**config.mk**
```make
export PLATFORM = sky130hd
export DESIGN_NAME = reg_dump_reader
export DESIGN_NICKNAME = d
export VERILOG_FILES = /design/src/rtl/reg_dump_reader.sv
export SDC_FILE = /design/constraint.sdc
export NUM_CORES = 1
export LEC_CHECK = 0
export ABC_AREA = 0
export CAP_MARGIN = 10
export CORE_ASPECT_RATIO = 0.7
export CORE_MARGIN = 5
export CORE_UTILIZATION = 30
export CTS_CLUSTER_DIAMETER = 80
export DETAILED_ROUTE_END_ITERATION = 10
export SLEW_MARGIN = 10
export SYNTH_ARGS = -nofsm -noshare
export SYNTH_HDL_FRONTEND = slang
export SYNTH_SLANG_ARGS = --single-unit
```
**constraint.sdc**
```tcl
create_clock -name clk -period 1.6 [get_ports clk]
set_input_delay 0.24 -clock clk [delete_from_list [all_inputs] [get_ports clk]]
set_output_delay 0.24 -clock clk [all_outputs]
set_load 0.05 [all_outputs]
```
**src/rtl/reg_dump_reader.sv**
```systemverilog
// reg_dump_reader: walks a register-file index range over the debug read port and streams each value out on a valid/ready link.
// Optional feature macro: REG_DUMP_SPARSE_EN (skip zero-valued registers other than last_idx).
`default_nettype none

module reg_dump_reader #(
  parameter int WIDTH = 32
) (
  input  logic             clk,
  input  logic             reset,
  input  logic             start,
  input  logic [4:0]       first_idx,
  input  logic [4:0]       last_idx,
  input  logic             abort,
  output logic [4:0]       Debug_Source_select,
  input  logic [WIDTH-1:0] Debug_out,
  output logic             out_valid,
  input  logic             out_ready,
  output logic [WIDTH-1:0] out_data,
  output logic [4:0]       out_index,
  output logic             out_last,
  output logic             busy,
  output logic             done
);

  typedef enum logic [1:0] {
    IDLE   = 2'd0,
    FETCH  = 2'd1,
    SEND   = 2'd2,
    FINISH = 2'd3
  } state_t;

  state_t     state;
  state_t     state_next;
  logic [4:0] last_sel;
  logic       at_last;
  logic       skip;

  always_ff @(posedge clk or negedge reset) begin
    if (!reset) begin
      state <= IDLE;
    end else begin
      state <= state_next;
    end
  end

  always_comb begin
    at_last = (Debug_Source_select == last_sel);
`ifdef REG_DUMP_SPARSE_EN
    skip    = (Debug_out == '0) && !at_last;
`else
    skip    = 1'b0;
`endif
    state_next = state;
    case (state)
      IDLE: begin
        if (start) state_next = FETCH;
      end
      FETCH: begin
        if (abort)      state_next = IDLE;
        else if (!skip) state_next = SEND;
      end
      SEND: begin
        // abort takes priority over a handshake landing on the same edge
        if (abort)          state_next = IDLE;
        else if (out_ready) state_next = out_last ? FINISH : FETCH;
      end
      FINISH: begin
        state_next = IDLE;
      end
      default: state_next = IDLE;
    endcase
  end

  always_ff @(posedge clk or negedge reset) begin
    if (!reset) begin
      Debug_Source_select <= 5'd0;
      last_sel            <= 5'd0;
      out_valid           <= 1'b0;
      out_data            <= '0;
      out_index           <= 5'd0;
      out_last            <= 1'b0;
      busy                <= 1'b0;
      done                <= 1'b0;
    end else begin
      done <= 1'b0;
      case (state)
        IDLE: begin
          if (start) begin
            last_sel            <= last_idx;
            Debug_Source_select <= first_idx;
            busy                <= 1'b1;
          end
        end
        FETCH: begin
          if (abort) begin
            busy <= 1'b0;
          end else if (skip) begin
            Debug_Source_select <= Debug_Source_select + 5'd1;
          end else begin
            out_data  <= Debug_out;
            out_index <= Debug_Source_select;
            out_last  <= at_last;
            out_valid <= 1'b1;
          end
        end
        SEND: begin
          if (abort) begin
            out_valid <= 1'b0;
            busy      <= 1'b0;
          end else if (out_ready) begin
            out_valid <= 1'b0;
            if (out_last) done <= 1'b1;
            else          Debug_Source_select <= Debug_Source_select + 5'd1;
          end
        end
        FINISH: begin
          busy <= 1'b0;
        end
        default: begin
          out_valid <= 1'b0;
          busy      <= 1'b0;
        end
      endcase
    end
  end

endmodule

`default_nettype wire

```
==> run_results.csv <==
group,metric,value,unit
pwr,power.density_cell_area,2413,nW/µm²
global_routing,total_overflow_reported_by_the_global_router,0,
sta,worst_pin_slew,649.3,ps
drt,drt-vias-per-instance,4.431,
cts,h-tree-depth,2,
pwr,vdd_drop_max,1.239,mV
cts,cts.sinks,53,
sta,slew_headroom,0.5671,
drt,post_drt_wl_per_cell,15.96,µm
drt,drt_pass1_iterations,4,
synth,synth.yosys.seq_area_share,0.5767,
drt,drc_errors,0,
cts,cts_made_buffers,5,
placement,placed_cell_count,381,
synth,yosys_most_used_dff,"sky130_fd_sc_hd__dfrtp_1",
status,failed_checks,"setup timing",
sta,finalHoldViolCount,0,
sta,finalCriticalPeriod,1662,ps
cts,tritoncts_clock_tree,"yes",
cts,clock_tree.root_cell,"sky130_fd_sc_hd__clkbuf_8",
synth,yosysUniqueCellTypes,31,
hold_path,hp-class,"input port to flop",
synth,synth.cell_area,2300,µm²
die,core_area,7385,µm²
status,outcome,"finished, violations left",
synth,ys_ff_latch,53,
pwr,total_leakage_power,1.777,nW
global_routing,grt_antenna_before_repair,0,
synth,synth_enable_flop_cells,0,
global_routing,grt_use_total,0.1341,
setup_path,worstReg2RegStart,"state[1]",
sta,worst_clock_skew,3.517,ps
synth,syn_avg_cell_area,13.22,µm²
die,die_width,114.6,µm
setup_path,critical_path.startpoint_type,"flop",
sta,max_freq,601.8,MHz
drt,postRouteWirelength,6399,µm
sta,timing.hold.ws,489.4,ps
sta,final_critical_path_setup_slack,-61.80,ps
drt,antenna_left,0,
placement,port_buffers,92,
setup_path,worst_ep_arrival_time,1900,ps
setup_path,critPathCaptureType,"flop",
final_layout,final_net_count,354,
global_routing,number_of_global_route_vias_before_repair,1924,
cts,clock_pin_slew_on_the_worst_setup_and_hold_paths,100,ps
global_routing,global_route_wire_length_before_repair,10210,µm
die,std_cell_rows,26,
setup_path,startpoint,"state[1]",
drt,first_iter_violations,44,
sta,setup_viol_count_final,24,
cts,clockBufferDepth,2,
setup_path,cp_max_fo,4,
synth,count_of_warnings_emitted_by_yosys,0,
die,initial_core_util,0.3114,
drt,detailroute.via_count,1777,
die,die_area,9544,µm²
synth,synth_fp_nets,227,
placement,hpwl,4475,µm
final_layout,layout-drive-gt1-share,0.4801,
final_layout,area_growth_from_synthesis_to_layout,71.60,%
die,io_pins,93,
sta,slew_violations,0,
placement,dpl_worst_slack,-183.4,ps
sta,final.period_utilization,1.039,
sta,fin_tns_setup,-318.5,ps
final_layout,final_cell_count_no_fill,401,
placement,globalplace.congestion,0.8092,
sta,setup_repair_after_global_routing_missed_its_margin,"true",
setup_path,timing.critical_path.required,1840,ps
hold_path,hp-start,"first_idx[2]",
die,die_h,83.25,µm
synth,synth_async_sr_flop_share,1.000,
job,max_cap_violations,0,
global_routing,grt_max_degree,28,
synth,syn_inst,174,
cts,clk-insertion-delay-late,300,ps
setup_path,worstSetupPathType,"flop to flop",
report_power, final:
group          internal (mW)  switching (mW)
clock network          0.313           0.449
logic                   2.87            3.41
registers               2.02           0.464
final timing paths:
check,to,slack [ps],cells after the start
max in group asynchronous,Debug_Source_select[1],500,3
min in group asynchronous,out_data[27],510,2
setup / recovery,Debug_Source_select[3],-60,6
hold reg to reg,out_data[22],510,1
hold / removal,Debug_Source_select[2],490,3
setup reg to reg,Debug_Source_select[3],-60,6
worst max-delay path, cell delays in order (launching register included):
cell and delay (ps):
sky130_fd_sc_hd__dfrtp_1 430, sky130_fd_sc_hd__buf_6 140, sky130_fd_sc_hd__ha_4 140, sky130_fd_sc_hd__and2b_1 160, sky130_fd_sc_hd__a21o_1 180, sky130_fd_sc_hd__or4b_1 470
sky130_fd_sc_hd__nand3_1 90
final cells by class:
class,instances,area (µm²)
Clock inverter,2,13.76
Inverter,6,22.52
Antenna cell,1,2.502
Clock buffer,6,72.57
Sequential cell,53,1329
Tap cell,98,122.6
Fill cell,640,3438
Multi-Input combinational cell,109,1116
Timing Repair Buffer,126,1267
Yosys cell counts (2+ instances only):
library cell	n	area share
sky130_fd_sc_hd__nand4_1	3	0.0082
sky130_fd_sc_hd__o21ai_0	6	0.013
sky130_fd_sc_hd__buf_2	4	0.0087
sky130_fd_sc_hd__inv_1	6	0.0098
sky130_fd_sc_hd__nand3_1	7	0.015
sky130_fd_sc_hd__nor2_1	5	0.0082
sky130_fd_sc_hd__mux2_2	43	0.21
sky130_fd_sc_hd__dfrtp_1	53	0.58
sky130_fd_sc_hd__a21oi_1	6	0.013
sky130_fd_sc_hd__or4b_1	2	0.0087
sky130_fd_sc_hd__nand2b_1	2	0.0054
sky130_fd_sc_hd__xnor2_1	5	0.019
sky130_fd_sc_hd__ha_1	6	0.033
sky130_fd_sc_hd__nand2_1	9	0.015
cells by family (layout without fill, tap and decap cells):
| logic type | after synthesis | after routing | share of synthesized area |
|---|---|---|---|
| buffers and inverters | 12 | 140 | 0.02502 |
| other | 0 | 1 | 0 |
| AOI/OAI and AO/OA | 18 | 18 | 0.04517 |
| DFF | 53 | 53 | 0.5767 |
| muxes | 44 | 44 | 0.2149 |
| and+or+nand+nor | 36 | 36 | 0.08651 |
| xor gates and xnor gates | 5 | 5 | 0.01904 |
| adders and majority gates | 6 | 6 | 0.03264 |
per-layer routing:
layer	up-vias	global-route usage	wire length (µm)
met5	-	0	0
met4	0	0.01618	16
met3	2	0.05378	622
met2	60	0.2076	2756
met1	850	0.1814	3004
li1	865	-	-
cells in the final DEF, fill, tap and decap left out, drive strengths merged:
master and instances:
buf 77, dfrtp 53, clkdlybuf4s50 45, mux2 43, nand2 10, clkbuf 8
nand3 7, inv 7, a21oi 6, ha 6, o21ai 6, nor2 5
xnor2 5, nand4 3, or4b 2, nand2b 2, diode 1, and4 1
and2b 1, mux2i 1, a31oi 1, or2b 1, a21o 1, nor3 1
a22oi 1, nor3b 1, or2 1, a221oi 1, nor2b 1, a21boi 1
o22ai 1, clkinv 1, bufbuf 1, dlygate4sd3 1
per-stage QoR:
stage | instance area [µm²] | util | total power, mW
floorplan | 2336 | - | 5.922
global placement | 3517 | 0.4763 | 7.989
detailed placement | 3517 | 0.4763 | 8.048
CTS | 3845 | 0.5207 | 9.401
global route | 3944 | 0.5341 | 10.05
finish | 3946 | 0.5344 | 9.521
flip-flops by register name, indices dropped and copies added, names as in the netlist:
signal	cells
busy	1
done	1
out_data	32
Debug_Source_select	5
state	2
last_sel	5
out_valid	1
out_index	5
out_last	1
what timing repair did:
item,in CTS,in global routing
pin swaps,6,1
gates cloned,2,2
hold endpoints to repair,26,0
buffers inserted,5,1
setup endpoints to repair,39,44
resized for setup,28,13
hold buffers,1,0
No activity file was read; power rests on OpenSTA's default activity.
